$ cat config.mk
export PLATFORM = sky130hd
export DESIGN_NAME = morra_giocatore
export DESIGN_NICKNAME = d
export VERILOG_FILES = /design/src/rtl/morra_giocatore.sv
export SDC_FILE = /design/constraint.sdc
export NUM_CORES = 1
export LEC_CHECK = 0
export CAP_MARGIN = 20
export CORE_MARGIN = 2
export CORE_UTILIZATION = 55
export CTS_BUF_LIST = sky130_fd_sc_hd__clkbuf_8
export CTS_CLUSTER_SIZE = 30
export DETAILED_ROUTE_END_ITERATION = 6
export PLACE_DENSITY = 0.8
export SLEW_MARGIN = 25
export SYNTH_ARGS = -nofsm -noshare
export SYNTH_HDL_FRONTEND = slang
export SYNTH_SLANG_ARGS = --single-unit
$ cat constraint.sdc
create_clock -name clk -period 2.35 [get_ports clk]
set_input_delay 0.235 -clock clk [delete_from_list [all_inputs] [get_ports clk]]
set_output_delay 0.235 -clock clk [all_outputs]
set_load 0.005 [all_outputs]
$ cat src/rtl/morra_giocatore.sv
// morra_giocatore
// ---------------------------------------------------------------------------
// Automatic two-player stimulus source for the Morra Cinese referee.
// Each match opens with a one-cycle INIZIA strobe that carries the match
// length on PRIMO/SECONDO. After that, one legal move pair is presented per
// cycle from an 8-bit LFSR until the referee reports a match result on
// PARTITA, or until the watchdog expires. Per-match tallies of round
// outcomes are kept alongside.
//
// Parameters
//   SEME         LFSR seed loaded at reset (8'h00 is replaced by 8'h01)
//   PERIODO_INV  injection period in GIOCO cycles (2..31)
//
// Ports
//   clk         in   rising-edge clock
//   rst_n       in   synchronous active-low reset
//   AVVIA       in   match start request (honoured in RIPOSO / FINE_P only)
//   LUNGHEZZA   in   4-bit match length code forwarded on INIZIA
//   MANCHE      in   referee round result (00 inv, 01 primo, 10 secondo, 11 draw)
//   PARTITA     in   referee match result (00 ongoing)
//   PRIMO       out  player-1 move (01 sasso, 10 carta, 11 forbice)
//   SECONDO     out  player-2 move
//   INIZIA      out  match-start strobe
//   FINE        out  match finished, result held
//   ESITO       out  latched PARTITA, or 00 after a watchdog timeout
//   VINTE_P/VINTE_S/PAREGGI/NON_VALIDE  out  5-bit saturating tallies
//   ERRORE      out  sticky protocol error
//
// Optional feature
//   MORRA_INIEZIONE_EN  when defined, every PERIODO_INV-th GIOCO cycle
//   forces PRIMO=00 to drive the referee's invalid-move path. An invalid
//   round on an injected cycle is expected and does not raise ERRORE.
// ---------------------------------------------------------------------------
module morra_giocatore #(
  parameter logic [7:0] SEME        = 8'hA5,
  parameter int         PERIODO_INV = 5
) (
  input  logic       clk,
  input  logic       rst_n,
  input  logic       AVVIA,
  input  logic [3:0] LUNGHEZZA,
  input  logic [1:0] MANCHE,
  input  logic [1:0] PARTITA,
  output logic [1:0] PRIMO,
  output logic [1:0] SECONDO,
  output logic       INIZIA,
  output logic       FINE,
  output logic [1:0] ESITO,
  output logic [4:0] VINTE_P,
  output logic [4:0] VINTE_S,
  output logic [4:0] PAREGGI,
  output logic [4:0] NON_VALIDE,
  output logic       ERRORE
);

  localparam logic [1:0] RIPOSO = 2'd0;
  localparam logic [1:0] AVVIO  = 2'd1;
  localparam logic [1:0] GIOCO  = 2'd2;
  localparam logic [1:0] FINE_P = 2'd3;

  // An all-zero seed would lock the LFSR at zero.
  localparam logic [7:0] SEME_EFF = (SEME == 8'h00) ? 8'h01 : SEME;

  logic [1:0] stato_q, stato_d;
  logic [7:0] lfsr_q, lfsr_d;
  logic [3:0] len_q, len_d;
  logic [1:0] proib_p_q, proib_p_d;
  logic [1:0] proib_s_q, proib_s_d;
  logic [4:0] vp_q, vp_d;
  logic [4:0] vs_q, vs_d;
  logic [4:0] par_q, par_d;
  logic [4:0] nv_q, nv_d;
  logic       err_q, err_d;
  logic       fine_q, fine_d;
  logic [1:0] esito_q, esito_d;
  // Number of GIOCO samples taken so far with PARTITA=00.
  logic [4:0] wd_q, wd_d;

`ifdef MORRA_INIEZIONE_EN
  // Position inside the injection period, 1..PERIODO_INV.
  logic [4:0] inj_q, inj_d;
`endif

  logic       iniettato;
  logic [1:0] mossa_p, mossa_s;
  logic [1:0] primo_gioco;

  // Candidate 00 maps to sasso; a candidate equal to the forbidden move
  // rotates one step so the referee never sees an illegal repeat.
  function automatic logic [1:0] scegli(input logic [1:0] cand,
                                        input logic [1:0] proib);
    logic [1:0] m;
    m = (cand == 2'b00) ? 2'b01 : cand;
    if (m == proib) m = (m == 2'b11) ? 2'b01 : m + 2'b01;
    return m;
  endfunction

  function automatic logic [4:0] sat_inc(input logic [4:0] v);
    return (v == 5'd31) ? v : v + 5'd1;
  endfunction

`ifdef MORRA_INIEZIONE_EN
  assign iniettato = (inj_q == 5'(PERIODO_INV));
`else
  assign iniettato = 1'b0;
`endif

  assign mossa_p     = scegli(lfsr_q[1:0], proib_p_q);
  assign mossa_s     = scegli(lfsr_q[3:2], proib_s_q);
  assign primo_gioco = iniettato ? 2'b00 : mossa_p;

  // Outputs decode registered state only; no input reaches them.
  always_comb begin
    PRIMO   = 2'b00;
    SECONDO = 2'b00;
    INIZIA  = 1'b0;
    case (stato_q)
      AVVIO: begin
        INIZIA  = 1'b1;
        PRIMO   = len_q[3:2];
        SECONDO = len_q[1:0];
      end
      GIOCO: begin
        PRIMO   = primo_gioco;
        SECONDO = mossa_s;
      end
      default: ;
    endcase
  end

  assign FINE       = fine_q;
  assign ESITO      = esito_q;
  assign VINTE_P    = vp_q;
  assign VINTE_S    = vs_q;
  assign PAREGGI    = par_q;
  assign NON_VALIDE = nv_q;
  assign ERRORE     = err_q;

  always_comb begin
    stato_d   = stato_q;
    lfsr_d    = lfsr_q;
    len_d     = len_q;
    proib_p_d = proib_p_q;
    proib_s_d = proib_s_q;
    vp_d      = vp_q;
    vs_d      = vs_q;
    par_d     = par_q;
    nv_d      = nv_q;
    err_d     = err_q;
    fine_d    = fine_q;
    esito_d   = esito_q;
    wd_d      = wd_q;
`ifdef MORRA_INIEZIONE_EN
    inj_d     = inj_q;
`endif
    case (stato_q)
      RIPOSO, FINE_P: begin
        if (AVVIA) begin
          stato_d   = AVVIO;
          len_d     = LUNGHEZZA;
          proib_p_d = 2'b00;
          proib_s_d = 2'b00;
          vp_d      = 5'd0;
          vs_d      = 5'd0;
          par_d     = 5'd0;
          nv_d      = 5'd0;
          err_d     = 1'b0;
          fine_d    = 1'b0;
          esito_d   = 2'b00;
          wd_d      = 5'd0;
`ifdef MORRA_INIEZIONE_EN
          inj_d     = 5'd1;
`endif
        end
      end
      AVVIO: stato_d = GIOCO;
      GIOCO: begin
        // Track the referee's no-repeat rule: only the round winner is
        // restricted, and only against the move it just won with.
        case (MANCHE)
          2'b01: begin
            proib_p_d = primo_gioco;
            proib_s_d = 2'b00;
          end
          2'b10: begin
            proib_p_d = 2'b00;
            proib_s_d = mossa_s;
          end
          default: begin
            proib_p_d = 2'b00;
            proib_s_d = 2'b00;
          end
        endcase
        case (MANCHE)
          2'b01:   vp_d  = sat_inc(vp_q);
          2'b10:   vs_d  = sat_inc(vs_q);
          2'b11:   par_d = sat_inc(par_q);
          default: nv_d  = sat_inc(nv_q);
        endcase
        if (MANCHE == 2'b00 && !iniettato) err_d = 1'b1;
        lfsr_d = {lfsr_q[6:0], lfsr_q[7] ^ lfsr_q[5] ^ lfsr_q[4] ^ lfsr_q[3]};
        wd_d   = wd_q + 5'd1;
`ifdef MORRA_INIEZIONE_EN
        inj_d  = iniettato ? 5'd1 : inj_q + 5'd1;
`endif
        // A real result on the 32nd sample wins over the watchdog.
        if (PARTITA != 2'b00) begin
          stato_d = FINE_P;
          fine_d  = 1'b1;
          esito_d = PARTITA;
        end else if (wd_q == 5'd31) begin
          stato_d = FINE_P;
          fine_d  = 1'b1;
          esito_d = 2'b00;
          err_d   = 1'b1;
        end
      end
      default: stato_d = RIPOSO;
    endcase
  end

  always_ff @(posedge clk) begin
    if (!rst_n) begin
      stato_q   <= RIPOSO;
      lfsr_q    <= SEME_EFF;
      len_q     <= 4'd0;
      proib_p_q <= 2'b00;
      proib_s_q <= 2'b00;
      vp_q      <= 5'd0;
      vs_q      <= 5'd0;
      par_q     <= 5'd0;
      nv_q      <= 5'd0;
      err_q     <= 1'b0;
      fine_q    <= 1'b0;
      esito_q   <= 2'b00;
      wd_q      <= 5'd0;
`ifdef MORRA_INIEZIONE_EN
      inj_q     <= 5'd1;
`endif
    end else begin
      stato_q   <= stato_d;
      lfsr_q    <= lfsr_d;
      len_q     <= len_d;
      proib_p_q <= proib_p_d;
      proib_s_q <= proib_s_d;
      vp_q      <= vp_d;
      vs_q      <= vs_d;
      par_q     <= par_d;
      nv_q      <= nv_d;
      err_q     <= err_d;
      fine_q    <= fine_d;
      esito_q   <= esito_d;
      wd_q      <= wd_d;
`ifdef MORRA_INIEZIONE_EN
      inj_q     <= inj_d;
`endif
    end
  end

endmodule
==> flow_summary.yaml <==
die:
  fp-row-count: 23
  ioPinCount: 40
  die_h_um: 69.24
  start_util_pct: 57.69
  die_area_um2: 4794
  die_w_um: 69.24
  core_area_um2: 4058
global_routing:
  grt_max_degree: 25
  groute.usage.overall_pct: 23.26
  grt_pass1_wl_um: 9225
  antenna_found_initial: 0
  grt_overflow: 0
  grt_pass1_vias: 1950
critical_path:
  crit_buf_inv: 2
  cp_slowest_cell: "clkdlybuf4s50_1"
  rr_worst_depth: 7
  reg2reg_slack_ns: 0.32
  path_cells: "inv_1, ha_2, o31a_1, nand2_1, a21oi_1, clkdlybuf4s50_1"
  crit_type: "reg2out"
  endpoint_kind: "output port"
  arrival_ns: 1.87
  critical_path.max_fanout: 8
  worstPathRequired_ns: 2.12
  max_stage_delay_ns: 0.51
  r2r_end: "NON_VALIDE[3]"
  start_kind: "register"
  cp_top_family: "buffers and inverters"
  r2r-start: "NON_VALIDE[0]"
final_layout:
  insertedDiodeCount: 0
  fin_util_pct: 71.29
  drive_above_1_share_pct: 9.295
  fin_nets: 334
  synthToLayoutAreaGrowth_pct: 23.57
timing:
  period_minus_slack_ns: 2.102
  worst_pin_slew_ns: 0.4093
  fin_setup_tns_ns: 0
  finalSetupViolations: 0
  max_freq_mhz: 475.7
  fin_crit_sh_pct: 89.46
  finalClockSkew_ns: 0.01493
  slew-limit-headroom_pct: 72.68
  hold_viol: 0
  rsz0062_at_grt: "no"
  worst_slack_ns: 0.2477
  slew_viol_final: 0
clock_network:
  clock_path_buffers: 2
  clock_latency_ns: 0.30
  cts_buffers: 5
  cts.clk_slew.worst_paths_ns: 0.08
  ctsResizeCount: 0
  cts_num_sinks: 47
  clockRootBuffer: "clkbuf_8"
  cts_hold_buf: 0
  cts.htree.levels: 2
  cts_tree: "done"
  post_cts_buffers: 0
logic_synthesis:
  synthCells: 271
  synth-main-ff-cell: "dfxtp_1"
  syn-num-nets: 294
  yosysTopAreaCellShare_pct: 40.19
  synth_edf_count: 0
  synth.distinct_cells: 44
  yosys-top-cells-area: "dfxtp_1 40%, ha_1 6.4%, nor2_1 5.1%"
  ys_seq_area_share_pct: 40.19
  postSynth.asyncResetShare_pct: 0
  yosys.area.top_type: "dfxtp_1"
  synth-warning-count: 0
  synth_area_per_cell_um2: 8.638
  syn-cell-area_um2: 2341
  ys_ff_latch: 47
route:
  via_count: 2078
  postRouteAntennaNets: 0
  drt_iter0_drc: 210
  dr.pass1.iters: 4
  route.detailed.drc: 0
  via_per_inst: 5.740
  wirelength_um: 5229
  wl_per_cell_um: 14.44
power_and_ir_drop:
  p_leak_nw: 1.061
  power_w: 0.002475
  peakVddDrop_mv: 0.7876
  powerDensity_nw_per_um2: 855.4
placed_design:
  dp_slack_ns: 0.3166
  dp_hpwl_um: 3708
  port_buffers: 39
  place_congestion: 0.8113
min_path:
  min-delay-start: "len_q[3]"
  holdPathStages: 2
  hold_class: "reg2reg"
  worstHoldEndpoint: "len_q[3]"
run_status:
  status: "complete, no violations"
flow_run:
  drv_cap: 0
-- logic make-up after synthesis --
| group | synth area share, % |
|---|---|
| AO/OA/AOI/OAI | 16.73 |
| AND/OR/NAND/NOR | 22.13 |
| buffers and inverters | 4.757 |
| XOR/XNOR | 4.490 |
| adder cells (fa/ha/maj) | 6.414 |
| multiplexers | 5.291 |
| flip-flops | 40.19 |
-- report_power, final --
group	switching [W]	internal, W	total [W]
clock network	0.000274	0.000237	0.000512
registers	0.0000933	0.000903	0.000996
logic	0.000547	0.000420	0.000967
-- worst min-delay path, delay by kind of cell, from the launching register on --
kind	cells	cell delay, ns
DFF	1	0.31
and+or+nand+nor	1	0.05
AOI/OAI and AO/OA	1	0.05
-- layout make-up --
type                    count  area [µm²]
fillers                   364        1165
multi-input cells         198        1291
clock inverters             2       12.51
flip-flops and latches     47       940.9
inverters                  10       37.54
repair buffers             49       465.4
clock buffers               6       82.58
well taps                  50       62.56
-- routing by layer --
metal | up-vias | GRT usage [%] | routed length, µm
li1 | 1038 | - | -
met1 | 979 | 33.24 | 2545
met2 | 56 | 35.79 | 2332
met3 | 5 | 3.779 | 305
met4 | 0 | 7.843 | 46
met5 | - | 0 | 0
-- cell usage in the layout (no fill, tap or decap), types with 2 or more instances in the layout --
cell	instances
nand2b_1	3
and3_1	5
xnor2_1	9
clkdlybuf4s50_1	39
inv_1	11
xor2_1	3
o21ai_0	7
a22oi_1	5
nand2_1	26
o211ai_1	4
a211oi_2	6
nand3b_1	2
nand4_1	5
buf_4	10
dfxtp_1	47
clkbuf_8	6
nor2_1	32
o22ai_1	4
ha_1	11
mux2i_1	9
nand3_1	19
nand4b_1	3
nor2b_1	3
a21oi_1	21
a211oi_1	2
-- state kept, by name, summed over array words and instances (netlist names) --
register / cells
proib_s_q: 2
VINTE_P: 5
ERRORE: 1
len_q: 4
ESITO: 2
stato_q: 2
FINE: 1
PAREGGI: 5
wd_q: 5
proib_p_q: 2
lfsr_q: 8
VINTE_S: 5
NON_VALIDE: 5
-- synth_stat cells, types with 3 or more instances --
| library cell | n |
|---|---|
| a211oi_2 | 6 |
| a21oi_1 | 21 |
| a22oi_1 | 5 |
| and3_1 | 5 |
| buf_2 | 8 |
| clkbuf_1 | 6 |
| dfxtp_1 | 47 |
| ha_1 | 12 |
| inv_1 | 10 |
| mux2i_1 | 9 |
| nand2_1 | 26 |
| nand2b_1 | 3 |
| nand3_1 | 19 |
| nand4_1 | 5 |
| nand4b_1 | 3 |
| nor2_1 | 32 |
| nor2b_1 | 3 |
| o211ai_1 | 4 |
| o21ai_0 | 7 |
| o22ai_1 | 4 |
| xnor2_1 | 9 |
| xor2_1 | 3 |
-- through the flow --
step	cells	area, µm²	hold WS [ns]
finish	362	2893	0.4575
floorplan	271	2341	0.3825
global route	362	2893	0.4805
detailed placement	354	2795	0.4488
global placement	354	2795	0.4443
CTS	362	2890	0.4606
-- how the worst max path moves through the flow --
stage,endpoint,start,cells past startpoint,slack [ns]
after floorplan,NON_VALIDE[3],NON_VALIDE[0],8,0.45
after global placement,NON_VALIDE[3],NON_VALIDE[0],7,0.35
after detailed placement,NON_VALIDE[3],NON_VALIDE[0],7,0.32
after CTS,SECONDO[0],stato_q[0],5,0.1
after global routing,PRIMO[0],stato_q[0],6,0.13
final,PRIMO[0],stato_q[0],6,0.25
(Power assumes the default switching activity.)
